==> config.mk <==
export PLATFORM = sky130hd
export DESIGN_NAME = pipe_ctrl
export DESIGN_NICKNAME = d
export VERILOG_FILES = /design/src/rtl/pipe_ctrl_pkg.sv /design/src/rtl/sat_counter.sv /design/src/rtl/pipe_ctrl.sv
export SDC_FILE = /design/constraint.sdc
export NUM_CORES = 1
export LEC_CHECK = 0
export BUFFER_PORTS_ARGS = -buffer_cell sky130_fd_sc_hd__buf_4
export CAP_MARGIN = 20
export CELL_PAD_IN_SITES_DETAIL_PLACEMENT = 0
export CELL_PAD_IN_SITES_GLOBAL_PLACEMENT = 1
export CORE_UTILIZATION = 33
export CTS_CLUSTER_DIAMETER = 40
export DETAILED_ROUTE_END_ITERATION = 6
export PLACE_DENSITY_LB_ADDON = 0.1
export SLEW_MARGIN = 20
export SYNTH_ARGS = -nofsm -noshare
export SYNTH_HDL_FRONTEND = slang
export SYNTH_SLANG_ARGS = --single-unit
==> constraint.sdc <==
create_clock -name clk -period 3.4 [get_ports clk]
set_clock_uncertainty 0.15 [all_clocks]
set_input_delay 0.68 -clock clk [delete_from_list [all_inputs] [get_ports clk]]
set_output_delay 0.68 -clock clk [all_outputs]
set_load 0.03 [all_outputs]
==> src/rtl/pipe_ctrl_pkg.sv <==
// pipe_ctrl_pkg
//   Shared definitions for the pipeline controller: stall-vector encodings,
//   the exception redirect constants, the controller state enum and a helper
//   that selects the redirect target for a given exception type.
//   Stall vector bit order: bit0 PC, bit1 IF/ID, bit2 ID/EX, bit3 EX/MEM,
//   bit4 MEM/WB, bit5 WB; a 1 holds that stage.
package pipe_ctrl_pkg;

    localparam logic [5:0] STALL_NONE = 6'b000000;
    localparam logic [5:0] STALL_IF   = 6'b000011;
    localparam logic [5:0] STALL_ID   = 6'b000111;
    localparam logic [5:0] STALL_EX   = 6'b001111;
    localparam logic [5:0] STALL_MEM  = 6'b011111;
    localparam logic [5:0] STALL_ALL  = 6'b111111;

    localparam logic [31:0] EXC_VECTOR = 32'h0000_0020;
    localparam logic [31:0] EXC_ERET   = 32'h0000_000e;

    typedef enum logic [1:0] {
        ST_RUN      = 2'd0,
        ST_WAIT_BUS = 2'd1,
        ST_FLUSH    = 2'd2
    } pipe_state_e;

    // eret returns to EPC; every other exception enters the common vector.
    function automatic logic [31:0] redirect_pc(input logic [31:0] excepttype,
                                                input logic [31:0] epc);
        return (excepttype == EXC_ERET) ? epc : EXC_VECTOR;
    endfunction

endpackage

==> src/rtl/sat_counter.sv <==
// sat_counter
//   Saturating up-counter: increments on inc, holds at all-ones, returns to
//   zero on a synchronous clear (clear wins over inc).
//   Ports:
//     clk    in  1      clock
//     clear  in  1      synchronous clear
//     inc    in  1      count this cycle
//     count  out WIDTH  current count
module sat_counter #(
    parameter int WIDTH = 16
) (
    input  logic             clk,
    input  logic             clear,
    input  logic             inc,
    output logic [WIDTH-1:0] count
);

    logic [WIDTH-1:0] count_q;

    always_ff @(posedge clk) begin
        if (clear) begin
            count_q <= '0;
        end else if (inc && (count_q != {WIDTH{1'b1}})) begin
            count_q <= count_q + 1'b1;
        end
    end

    assign count = count_q;

endmodule

==> src/rtl/pipe_ctrl.sv <==
// pipe_ctrl
//   Pipeline stall/flush controller. In normal running the stall vector is a
//   priority decode of the per-stage stall requests. An exception from MEM
//   flushes the whole pipeline and redirects the PC; if an instruction-bus
//   transaction is still outstanding the redirect is parked (full stall)
//   until the bus goes idle, then issued as a one-cycle flush.
//
//   Bus wait protocol: ibus_busy_i high means the instruction bus still owns
//   an in-flight transaction; a redirect may only be issued in a cycle where
//   ibus_busy_i is sampled low.
//
//   Optional feature macro: PIPE_CTRL_PERF_EN
//     defined   -> saturating counters of stalled cycles and flush cycles
//     undefined -> no counter state, counter outputs tied to 0
//
//   Ports:
//     clk               in  1   clock, rising edge
//     rst               in  1   synchronous active-high reset
//     stallreq_from_if  in  1   instruction-bus wait request
//     stallreq_from_id  in  1   load-use hazard request
//     stallreq_from_ex  in  1   multi-cycle ALU request
//     stallreq_from_mem in  1   data-bus wait request
//     ibus_busy_i       in  1   instruction-bus transaction outstanding
//     excepttype_i      in  32  exception type from MEM, 0 = none
//     cp0_epc_i         in  32  EPC used by eret
//     stall             out 6   per-stage hold vector
//     flush             out 1   one-cycle flush of all pipeline registers
//     new_pc            out 32  redirect target, 0 whenever flush = 0
//     stall_cycles_o    out 32  cycles with stall != 0 (perf build)
//     flush_count_o     out 16  cycles with flush = 1 (perf build)
//     dbg_state         out 2   current controller state
module pipe_ctrl
    import pipe_ctrl_pkg::*;
(
    input  logic        clk,
    input  logic        rst,
    input  logic        stallreq_from_if,
    input  logic        stallreq_from_id,
    input  logic        stallreq_from_ex,
    input  logic        stallreq_from_mem,
    input  logic        ibus_busy_i,
    input  logic [31:0] excepttype_i,
    input  logic [31:0] cp0_epc_i,
    output logic [5:0]  stall,
    output logic        flush,
    output logic [31:0] new_pc,
    output logic [31:0] stall_cycles_o,
    output logic [15:0] flush_count_o,
    output pipe_state_e dbg_state
);

    pipe_state_e state_q, state_d;
    logic [31:0] pc_q, pc_d;

    always_ff @(posedge clk) begin
        if (rst) begin
            state_q <= ST_RUN;
            pc_q    <= 32'h0;
        end else begin
            state_q <= state_d;
            pc_q    <= pc_d;
        end
    end

    always_comb begin
        state_d = state_q;
        pc_d    = pc_q;
        stall   = STALL_NONE;
        flush   = 1'b0;
        new_pc  = 32'h0;

        // Reset forces quiet outputs combinationally, so nothing leaks out
        // of the pipeline during the reset cycle itself.
        if (!rst) begin
            case (state_q)
                ST_RUN: begin
                    if (excepttype_i != 32'h0) begin
                        if (!ibus_busy_i) begin
                            // Flush outranks every stall request.
                            flush  = 1'b1;
                            new_pc = redirect_pc(excepttype_i, cp0_epc_i);
                        end else begin
                            // Park the target; the exception inputs may change
                            // while we wait for the bus.
                            stall   = STALL_ALL;
                            pc_d    = redirect_pc(excepttype_i, cp0_epc_i);
                            state_d = ST_WAIT_BUS;
                        end
                    end else if (stallreq_from_mem) begin
                        stall = STALL_MEM;
                    end else if (stallreq_from_ex) begin
                        stall = STALL_EX;
                    end else if (stallreq_from_id) begin
                        stall = STALL_ID;
                    end else if (stallreq_from_if) begin
                        stall = STALL_IF;
                    end
                end
                ST_WAIT_BUS: begin
                    stall = STALL_ALL;
                    if (!ibus_busy_i) begin
                        state_d = ST_FLUSH;
                    end
                end
                ST_FLUSH: begin
                    flush   = 1'b1;
                    new_pc  = pc_q;
                    state_d = ST_RUN;
                end
                default: begin
                    state_d = ST_RUN;
                end
            endcase
        end
    end

    assign dbg_state = state_q;

`ifdef PIPE_CTRL_PERF_EN
    sat_counter #(.WIDTH(32)) u_stall_cnt (
        .clk   (clk),
        .clear (rst),
        .inc   (stall != STALL_NONE),
        .count (stall_cycles_o)
    );

    sat_counter #(.WIDTH(16)) u_flush_cnt (
        .clk   (clk),
        .clear (rst),
        .inc   (flush),
        .count (flush_count_o)
    );
`else
    assign stall_cycles_o = 32'h0;
    assign flush_count_o  = 16'h0;
`endif

endmodule

==> results.txt <==
Hold_buf cts: 0
Total inserted antenna cells: 0
Cell count after synthesis: 389
Setup CP Type: input pin to output pin
Final Cycle Share: 92.05%
Commonest non-fill, non-tap cells in the layout: 120 x buf_4, 66 x nand2_1, 48 x conb_1
YS warnings: 0
Die Area: 9268 sq um
GPL Wtd Cong: 0.7195
Chip width: 96.27 um
Seq/Total Area, Yosys: 23.21%
Inserted Clock Buffers: 5
MaxCap Viol Count: 0
Synth area leader: dfxtp_1
Maximum VDD drop: 0.00009859 V
CP Capture Type: output pin
Final Hold Fails: 0
Final WL: 8641 um
Avg Inst Size Synth: 7.539 sq um
Resize count post-CTS: 0
Total congestion overflow: 0
Crit path required time: 2.57 ns
Count of cell types in the netlist: 36
CTS H-tree lvls: 2
Top cells by area, synth: dfxtp_1 23%, buf_4 15%, mux2i_1 11%
DR WL/cell: 14.70 um
Post-placement cell area: 3592 sq um
Starting Density: 33.79%
GR peak layer: met2
CTS tree: done
Crit path DAT: 2.30 ns
Worst path cell trace: buf_4, nor4_1, and4_2, buf_12, buf_12, nand4_1, a21oi_1, buf_4
Number of global-route vias before repair: 2630
CP peak stage delay: 0.31 ns
DR iter-0 viols: 136
Area Growth Syn to Fin: 25.60%
Routed Antenna Nets: 0
I/O pin total: 160
Fin crit period: 3.130 ns
Met1 track demand over resource: 24.51%
Setup bufs post-CTS: 0
Nets@finish: 550
Post-route cell area: 3684 sq um
CTS clk-pin slew, worst paths: 0.07 ns
Gr usage total: 18.38%
RSZ-0062 raised after global routing: no
Clock root buffer: clkbuf_8
Leak Pwr: 1.446 nW
Status: finished, final reports clean
Worst-Skew Late Latency: 0.28 ns
Pre-antenna DRT Iters: 4
Drc violations: 0
Initial antenna violation count: 0
IO Port Bufs: 111
Vias/cell: 5.141
Most common cell after layout, fill and taps aside: buf_4
Startpoint Class: input pin
Worst-Margin Slew: 0.5824 ns
Die height: 96.27 um
Final setup violating endpoints: 0
Max FO, Critical Path: 48
Row cnt: 34
Max transition margin: 61.17%
CORE AREA: 8678 sq um
Mapped cell area: 2933 sq um
#FFs+latches synth: 34
DP Wirelength: 5792 um
Fmax: 319.5 MHz
Total negative slack: 0 ns
DR vias: 3023
Grt met3 use: 4.107%
First-pass GRT wire length: 13300 um
Slowest cell on crit path: and4_2
HP Class: register to register
PwrDens: 267.4 nW/um^2
Largest net degree at the start of global routing: 49
Clock Sinks: 34
Max Slew Vio Count: 0
Post-synth top area share: 23.21%
Share of cells above drive strength 1: 29.58%
Clk buf depth: 2
GR met2 Demand/Resource: 30.20%
[registers in the layout, indices dropped and copies added, names as in the netlist]
register and cells:
dbg_state 2, pc_q 32
[path summary, 6_finish.rpt]
kind,start,end,slack (ns),depth (start not counted)
setup / recovery,excepttype_i[13],new_pc[17],0.27,8
hold / removal,pc_q[14],pc_q[14],0.31,2
setup reg to reg,dbg_state[0],pc_q[3],1.50,5
hold reg to reg,pc_q[14],pc_q[14],0.31,2
[synth_stat cells, drive strengths merged]
cell and number:
o221a 1, conb 1, nand2 67, clkbuf 13, o31ai 2, and3 1, nor3 4, nor2 5
mux2i 31, and4 4, inv 3, a31oi 3, clkinv 1, a21oi 32, o31a 1, or3 3
a31o 1, nor4 7, nor3b 31, o21ai 1, a221oi 1, o311a 1, dfxtp 34, buf 75
nand4 31, o21a 1, o21ba 1, nand3 33
[area by class of cell]
type	instances	area, sq um
fillers	920	4995
multi-input cells	310	1780
repair buffers	124	980.9
flip-flops and latches	34	680.7
well taps	108	135.1
clock buffers	7	86.33
inverters	4	15.01
clock inverters	1	5.005
[logic make-up (layout without fill, tap and decap cells)]
family                 after synthesis  after routing  synth area share, %
other                                1             48               0.1279
buffers and inverters               92            136                22.27
flip-flops                          34             34                23.21
multiplexers                        31             31                10.58
AO/OA/AOI/OAI                       45             45                9.513
AND/OR/NAND/NOR                    186            186                34.30
[through the flow]
step | hold slack (ns) | util [%] | worst slack, ns | power (mW) | instances
after floorplan | 0.2850 | - | 0.02219 | 0.6201 | 436
after global placement | 0.2926 | 41.39 | 0.2779 | 0.6789 | 580
after detailed placement | 0.2970 | 41.39 | 0.2566 | 0.6795 | 580
after CTS | 0.3121 | 42.45 | 0.2552 | 0.9987 | 588
after global routing | 0.3225 | 42.45 | 0.1500 | 1.034 | 588
final | 0.3080 | 42.45 | 0.2702 | 0.9849 | 588
[worst max-delay path, delay by kind of cell]
| family | cells | cell delay (ns) |
|---|---|---|
| buf+inv | 4 | 0.73 |
| compound gates | 1 | 0.19 |
| simple gates | 3 | 0.69 |
[per-layer routing]
metal  vias to the layer above  wire, um
met2                       123      4206
met1                      1433      3767
li1                       1460         -
met5                         -         0
met3                         7       604
met4                         0        63
[report_power, final]
group	total (mW)	switching (mW)	internal, mW
combinational	0.265	0.170	0.0956
sequential	0.403	0.00293	0.400
clock	0.317	0.153	0.164
total	0.985	0.326	0.659
(Power assumes the default switching activity.)
